`config.mk`:
```
export PLATFORM = sky130hd
export DESIGN_NAME = counter_date
export DESIGN_NICKNAME = d
export VERILOG_FILES = /design/src/rtl/counter_date_pkg.sv /design/src/rtl/bcd_to_7seg.sv /design/src/rtl/date_month_len.sv /design/src/rtl/counter_date.sv
export SDC_FILE = /design/constraint.sdc
export NUM_CORES = 1
export LEC_CHECK = 0
export ABC_AREA = 1
export CAP_MARGIN = 20
export CORE_UTILIZATION = 50
export DETAILED_ROUTE_END_ITERATION = 12
export DONT_BUFFER_PORTS = 1
export HOLD_SLACK_MARGIN = 0.08
export PLACE_DENSITY = 0.63
export SYNTH_ARGS = -nofsm -noshare
export SYNTH_HDL_FRONTEND = slang
export SYNTH_SLANG_ARGS = --single-unit
```
`constraint.sdc`:
```
create_clock -name clk -period 3.1 [get_ports clk]
set_input_delay 0.31 -clock clk [delete_from_list [all_inputs] [get_ports clk]]
set_output_delay 0.31 -clock clk [all_outputs]
set_load 0.05 [all_outputs]
```
`src/rtl/counter_date_pkg.sv`:
```
`default_nettype none
// ============================================================================
// Module      : counter_date_pkg
// Description : Shared constants and BCD helpers for the counter_date stage.
// Revision    : 1.0 - initial release
// ============================================================================
package counter_date_pkg;

    localparam logic [7:0] c_len_28    = 8'h28;
    localparam logic [7:0] c_len_29    = 8'h29;
    localparam logic [7:0] c_len_30    = 8'h30;
    localparam logic [7:0] c_len_31    = 8'h31;

    localparam logic [7:0] c_day_rst   = 8'h01;
    localparam logic [7:0] c_month_rst = 8'h01;
    localparam logic [7:0] c_year_rst  = 8'h00;

    localparam logic [6:0] c_seg_off   = 7'h7F;

    function automatic logic bcd_ok(input logic [7:0] v);
        return (v[7:4] <= 4'd9) && (v[3:0] <= 4'd9);
    endfunction

    // Two-digit BCD +1; caller handles the wrap at the top of the range.
    function automatic logic [7:0] bcd_inc(input logic [7:0] v);
        if (v[3:0] == 4'd9)
            return {4'(v[7:4] + 4'd1), 4'd0};
        else
            return {v[7:4], 4'(v[3:0] + 4'd1)};
    endfunction

    // year mod 4 == 0 evaluated directly on the two BCD digits
    function automatic logic is_leap_bcd(input logic [7:0] y);
        if (!y[4])
            return (y[3:0] == 4'd0) || (y[3:0] == 4'd4) || (y[3:0] == 4'd8);
        else
            return (y[3:0] == 4'd2) || (y[3:0] == 4'd6);
    endfunction

endpackage : counter_date_pkg
`default_nettype wire

```
`src/rtl/bcd_to_7seg.sv`:
```
`default_nettype none
// ============================================================================
// Module      : bcd_to_7seg
// Description : BCD digit to active-low 7-segment {g,f,e,d,c,b,a}.
// Revision    : 1.0 - initial release
// ============================================================================
module bcd_to_7seg
    import counter_date_pkg::*;
(
    input  logic [3:0] i_bcd,
    output logic [6:0] o_seg
);

    always_comb begin
        o_seg = c_seg_off;
        case (i_bcd)
            4'd0:    o_seg = 7'h40;
            4'd1:    o_seg = 7'h79;
            4'd2:    o_seg = 7'h24;
            4'd3:    o_seg = 7'h30;
            4'd4:    o_seg = 7'h19;
            4'd5:    o_seg = 7'h12;
            4'd6:    o_seg = 7'h02;
            4'd7:    o_seg = 7'h78;
            4'd8:    o_seg = 7'h00;
            4'd9:    o_seg = 7'h10;
            default: o_seg = c_seg_off;
        endcase
    end

endmodule : bcd_to_7seg
`default_nettype wire

```
`src/rtl/date_month_len.sv`:
```
`default_nettype none
// ============================================================================
// Module      : date_month_len
// Description : Month length in BCD for a BCD month/year. February honours
//               leap years only when LEAP_YEAR_EN is defined.
// Revision    : 1.0 - initial release
// ============================================================================
module date_month_len
    import counter_date_pkg::*;
(
    input  logic [7:0] i_month_bcd,
    input  logic [7:0] i_year_bcd,
    output logic [7:0] o_len_bcd
);

`ifdef LEAP_YEAR_EN
    localparam logic c_leap_en = 1'b1;
`else
    localparam logic c_leap_en = 1'b0;
`endif

    logic w_feb_29;

    assign w_feb_29 = c_leap_en && is_leap_bcd(i_year_bcd);

    // Out-of-range months fall to 31; load validation rejects them separately.
    always_comb begin
        o_len_bcd = c_len_31;
        case (i_month_bcd)
            8'h02:                      o_len_bcd = w_feb_29 ? c_len_29 : c_len_28;
            8'h04, 8'h06, 8'h09, 8'h11: o_len_bcd = c_len_30;
            default:                    o_len_bcd = c_len_31;
        endcase
    end

endmodule : date_month_len
`default_nettype wire

```
`src/rtl/counter_date.sv`:
```
`default_nettype none
// ============================================================================
// Module      : counter_date
// Description : BCD day/month/year calendar stage (2000-2099) with validated
//               load, 7-segment outputs and century carry. Leap-year February
//               is enabled by defining LEAP_YEAR_EN.
// Revision    : 1.0 - initial release
// ============================================================================
module counter_date
    import counter_date_pkg::*;
(
    input  logic       clk,
    input  logic       reset_n,
    input  logic       ch_day,
    input  logic       set_en,
    input  logic [7:0] set_day,
    input  logic [7:0] set_month,
    input  logic [7:0] set_year,
    output logic [7:0] day_bcd,
    output logic [7:0] month_bcd,
    output logic [7:0] year_bcd,
    output logic [6:0] seg_day_unit,
    output logic [6:0] seg_day_ten,
    output logic [6:0] seg_mon_unit,
    output logic [6:0] seg_mon_ten,
    output logic [6:0] seg_yr_unit,
    output logic [6:0] seg_yr_ten,
    output logic       set_err,
    output logic       cy_century
);

    logic [7:0] r_day;
    logic [7:0] r_month;
    logic [7:0] r_year;
    logic       r_set_err;

    logic [7:0] w_cur_len;
    logic [7:0] w_set_len;
    logic [7:0] w_day_nxt;
    logic [7:0] w_month_nxt;
    logic [7:0] w_year_nxt;
    logic       w_day_last;
    logic       w_set_valid;
    logic       w_load_ok;
    logic       w_load_bad;

    date_month_len u_len_cur (
        .i_month_bcd (r_month),
        .i_year_bcd  (r_year),
        .o_len_bcd   (w_cur_len)
    );

    date_month_len u_len_set (
        .i_month_bcd (set_month),
        .i_year_bcd  (set_year),
        .o_len_bcd   (w_set_len)
    );

    // Digit-valid BCD compares the same as its binary encoding.
    assign w_set_valid = bcd_ok(set_day) && bcd_ok(set_month) && bcd_ok(set_year)
                      && (set_month >= 8'h01) && (set_month <= 8'h12)
                      && (set_day   >= 8'h01) && (set_day   <= w_set_len);

    assign w_load_ok  = set_en &&  w_set_valid;
    assign w_load_bad = set_en && !w_set_valid;
    assign w_day_last = (r_day >= w_cur_len);

    assign cy_century = ch_day && (r_day == w_cur_len)
                     && (r_month == 8'h12) && (r_year == 8'h99);

    always_comb begin
        w_day_nxt   = r_day;
        w_month_nxt = r_month;
        w_year_nxt  = r_year;
        if (w_load_ok) begin
            w_day_nxt   = set_day;
            w_month_nxt = set_month;
            w_year_nxt  = set_year;
        end else if (ch_day) begin
            if (!w_day_last) begin
                w_day_nxt = bcd_inc(r_day);
            end else begin
                w_day_nxt = c_day_rst;
                if (r_month == 8'h12) begin
                    w_month_nxt = c_month_rst;
                    w_year_nxt  = (r_year == 8'h99) ? c_year_rst : bcd_inc(r_year);
                end else begin
                    w_month_nxt = bcd_inc(r_month);
                end
            end
        end
    end

    always_ff @(posedge clk or negedge reset_n) begin
        if (!reset_n) begin
            r_day     <= c_day_rst;
            r_month   <= c_month_rst;
            r_year    <= c_year_rst;
            r_set_err <= 1'b0;
        end else begin
            r_day     <= w_day_nxt;
            r_month   <= w_month_nxt;
            r_year    <= w_year_nxt;
            r_set_err <= w_load_bad;
        end
    end

    assign day_bcd   = r_day;
    assign month_bcd = r_month;
    assign year_bcd  = r_year;
    assign set_err   = r_set_err;

    bcd_to_7seg u_seg_day_unit (.i_bcd(r_day[3:0]),   .o_seg(seg_day_unit));
    bcd_to_7seg u_seg_day_ten  (.i_bcd(r_day[7:4]),   .o_seg(seg_day_ten));
    bcd_to_7seg u_seg_mon_unit (.i_bcd(r_month[3:0]), .o_seg(seg_mon_unit));
    bcd_to_7seg u_seg_mon_ten  (.i_bcd(r_month[7:4]), .o_seg(seg_mon_ten));
    bcd_to_7seg u_seg_yr_unit  (.i_bcd(r_year[3:0]),  .o_seg(seg_yr_unit));
    bcd_to_7seg u_seg_yr_ten   (.i_bcd(r_year[7:4]),  .o_seg(seg_yr_ten));

endmodule : counter_date
`default_nettype wire

```
==> impl_metrics.csv, run 1 <==
group,metric,value,unit
place,dp_hpwl,6.63,mm
power_and_ir_drop,p_comb_share,71.0,%
sta,period_minus_slack,2.87,ns
die,start_util,52.7,%
global_routing,gr_usage_total,25.6,%
cts,numClockSinks,25,
global_routing,grt_max_degree,26,
die,die_w,81.7,microns
finish,final_layout_size_suffix_gt1_share,14.0,%
place,numPortBuffers,0,
logic_synthesis,top_area_cell_type_share_of_the_netlist_area,18.9,%
power_and_ir_drop,power_density,676,nW/um^2
routing,wire_per_inst,13.1,microns
power_and_ir_drop,leakagePower,2.05,nW
sta,grt_setup_unrepaired,"yes",
setup_path,worstPathArrival,2.56,ns
logic_synthesis,synth_top_cells_by_area,"nand2_1 (19%), dfrtp_1 (18%), ha_1 (14%)",
setup_path,reg2reg_setup_slack,0.28,ns
sta,finalSetupTns,0,ns
cts,cts_root_buf,"clkbuf_8",
cts,cts_made_buffers,3,
setup_path,timing.critical_path.to_type,"primary output",
finish,multi_input_comb_area,2210,sq um
sta,hold_violations,0,
sta,max_freq,348,MHz
logic_synthesis,synthesis.instances,517,
sta,final_max_slew_viol_count,0,
sta,total_of_endpoints_with_negative_setup_slack_in_the_final_report,0,
logic_synthesis,yosys_warnings,0,
logic_synthesis,mean_instance_size_in_the_synthesized_netlist,6.15,sq um
logic_synthesis,yosys.area.top_type,"nand2_1",
sta,worst_pin_slew,0.688,ns
logic_synthesis,yosysSeqAreaShare,19.8,%
run,max_cap_violations,0,
power_and_ir_drop,clock_power_share,8.1,%
logic_synthesis,postSynthRegisterBits,25,
routing,dr.first_iter.drc_count,125,
routing,final_ant_viol_nets,0,
die,die_height,81.7,microns
die,design.portCount,96,
cts,clk_pin_slew_worst_paths,0.09,ns
sta,period_share,92.7,%
finish,layout.area.seq,628,sq um
power_and_ir_drop,vdd_drop_max,754,uV
setup_path,cp-start-kind,"register",
worst_hold_path,hp-class,"in -> reg",
cts,clock_latency,0.27,ns
place,globalplace.congestion,0.851,
cts,clk_path_buf_depth,2,
finish,layout.filler_cells,593,
logic_synthesis,syn-num-nets,581,
routing,remaining_drc_errors,0,
routing,route.final.wire_length,8.27,mm
logic_synthesis,synth.lib_cells_used.distinct,41,
power_and_ir_drop,swShare,62.3,%
cts,clock_tree_from_tritoncts,"done",
setup_path,crit_path_max_fanout,5,
sta,fin_worst_skew,0.00535,ns
finish,area_growth_synth_to_finish,15.6,%
global_routing,grt_antenna_before_repair,0,
cts,htreeDepth,1,
global_routing,grt_pass1_vias,2941,
finish,insertedDiodeCount,0,
routing,drtPass1Iterations,5,
die,core.rowCount,28,
finish,stdcell_count,633,
global_routing,grt_pass1_wl,13.3,mm
setup_path,req_time_crit_path,2.79,ns
setup_path,crit_type,"reg -> out",
place,dp.cells,627,
power_and_ir_drop,internal_power,0.937,mW
sta,slew_headroom,54.1,%
die,placeableCoreArea,6030,sq um
outcome,status,"complete, no violations",
global_routing,grt.overflow.total,0,
power_and_ir_drop,p_sw,1.55,mW
power_and_ir_drop,power.share.sequential,20.9,%
routing,vias_per_cell,5.27,
finish,nets,623,
die,die-area,6680,sq um
routing,via_count,3336,
logic_synthesis,synth.cell_area,3180,sq um
## metrics by stage
step	hold WS (ns)	power (mW)	setup WS, ns	area [sq um]	util, %
2_1_floorplan	0.0144	1.86	0.0625	3190	-
3_3_place_gp	0.0155	2.26	0.309	3600	59.7
3_5_place_dp	0.0155	2.28	0.207	3600	59.7
4_1_cts	0.141	2.49	0.127	3670	60.9
5_1_grt	0.144	2.68	-0.0344	3670	60.9
6_report	0.143	2.48	0.226	3670	60.9
## registers in the layout (all words and copies together), names as in the netlist
register	flops
day_bcd	8
month_bcd	8
set_err	1
year_bcd	8
## Yosys cell counts (all sizes together)
master  count
nand3      34
o311ai      2
clkinv      1
clkbuf      5
nor2       48
o32ai       1
dfstp       2
nor4        2
a221oi      1
o221ai      1
o21a        1
buf         5
nand4      12
xor2        6
nand2     164
and3        1
o21ai      65
nor3        3
xnor2       1
inv        82
a21oi      12
dfrtp      23
a211oi      1
o31ai       1
a22oi       2
or2         3
a21boi      1
ha         36
a31oi       1
## worst max-delay path, stage by stage (launching register included)
cell and delay [ns]:
dfrtp_1 0.41, inv_1 0.13, ha_1 0.16, inv_1 0.04
nor3_1 0.19, nor2_1 0.08, o21ai_1 0.18, nor2_1 0.07
ha_1 0.27, nand2_1 0.05, nor2_1 0.16, nand2_1 0.11
nor4_4 0.24, buf_12 0.18
## power by group through the flow
stage | Clock, mW | Sequential (mW) | Combinational, mW
3_3_place_gp | 0 | 0.524 | 1.74
4_1_cts | 0.208 | 0.519 | 1.77
5_1_grt | 0.222 | 0.529 | 1.92
3_5_place_dp | 0 | 0.526 | 1.75
6_report | 0.202 | 0.518 | 1.76
2_1_floorplan | 0 | 0.648 | 1.22
## layer usage
metal | track usage [%] | vias up | share of wire (%)
met5 | 0 | - | 0
li1 | - | 1738 | -
met3 | 4.67 | 6 | 4.9
met1 | 33.5 | 1514 | 46
met4 | 4.04 | 0 | 0.97
met2 | 44.1 | 78 | 48
## layout make-up
class | instances | share of cell area, %
flip-flops and latches | 25 | 17.1
clock buffers | 4 | 1.23
well taps | 75 | 2.56
inverters | 83 | 8.48
multi-input cells | 399 | 60.3
repair buffers | 47 | 10.4
## repair_timing
item / in CTS / in global routing
setup endpoints to repair: 0 / 23
buffers inserted: 0 / 0
endpoints found under the hold margin: 25 / 0
gates resized for setup: 0 / 1
hold buffers: 2 / 0
## layout by cell type (no fill, tap or decap), drive strengths merged
cell / Yosys / layout
o311ai: 2 / 2
buf: 5 / 46
o31ai: 1 / 1
nand2: 164 / 164
a21oi: 12 / 12
a211oi: 1 / 1
xor2: 6 / 6
o221ai: 1 / 1
dfstp: 2 / 2
clkbuf: 5 / 4
ha: 36 / 36
clkinv: 1 / 1
a21boi: 1 / 1
dlygate4sd3: 0 / 1
xnor2: 1 / 1
nand4: 12 / 12
o21ai: 65 / 65
and3: 1 / 1
a22oi: 2 / 2
a221oi: 1 / 1
o32ai: 1 / 1
inv: 82 / 82
o21a: 1 / 1
or2: 3 / 3
a31oi: 1 / 1
nor2: 48 / 48
nor4: 2 / 2
dfrtp: 23 / 23
nor3: 3 / 3
nand3: 34 / 34
## path summary, 6_finish.rpt
path	startpoint	end	cells after the start
setup / recovery	month_bcd[1]	cy_century	13
hold / removal	set_en	set_err	2
setup reg to reg	month_bcd[1]	year_bcd[5]	16
hold reg to reg	month_bcd[3]	month_bcd[3]	2
max in group asynchronous	reset_n	month_bcd[0]	2
min in group asynchronous	reset_n	month_bcd[4]	2
## logic make-up (layout without fill, tap and decap cells)
kind of cell / Yosys count / after routing / synth area share (%)
AO/OA/AOI/OAI: 89 / 89 / 16.4
XOR/XNOR: 7 / 7 / 1.93
adder cells (fa/ha/maj): 36 / 36 / 14.2
buffers and inverters: 93 / 134 / 11.5
flip-flops: 25 / 25 / 19.8
AND/OR/NAND/NOR: 267 / 267 / 36.2
Note: power is estimated with default switching activity, not from simulation.
==> inputs of run 2 (changes only) <==
--- a/config.mk
+++ b/config.mk
@@ -8,6 +8,7 @@
 export ABC_AREA = 1
 export CAP_MARGIN = 20
 export CORE_UTILIZATION = 50
+export CTS_CLUSTER_SIZE = 14
 export DETAILED_ROUTE_END_ITERATION = 12
 export DONT_BUFFER_PORTS = 1
 export HOLD_SLACK_MARGIN = 0.08
==> results of run 2 <==
No change in the layout: final DEF, timing and power equal those of run 1.
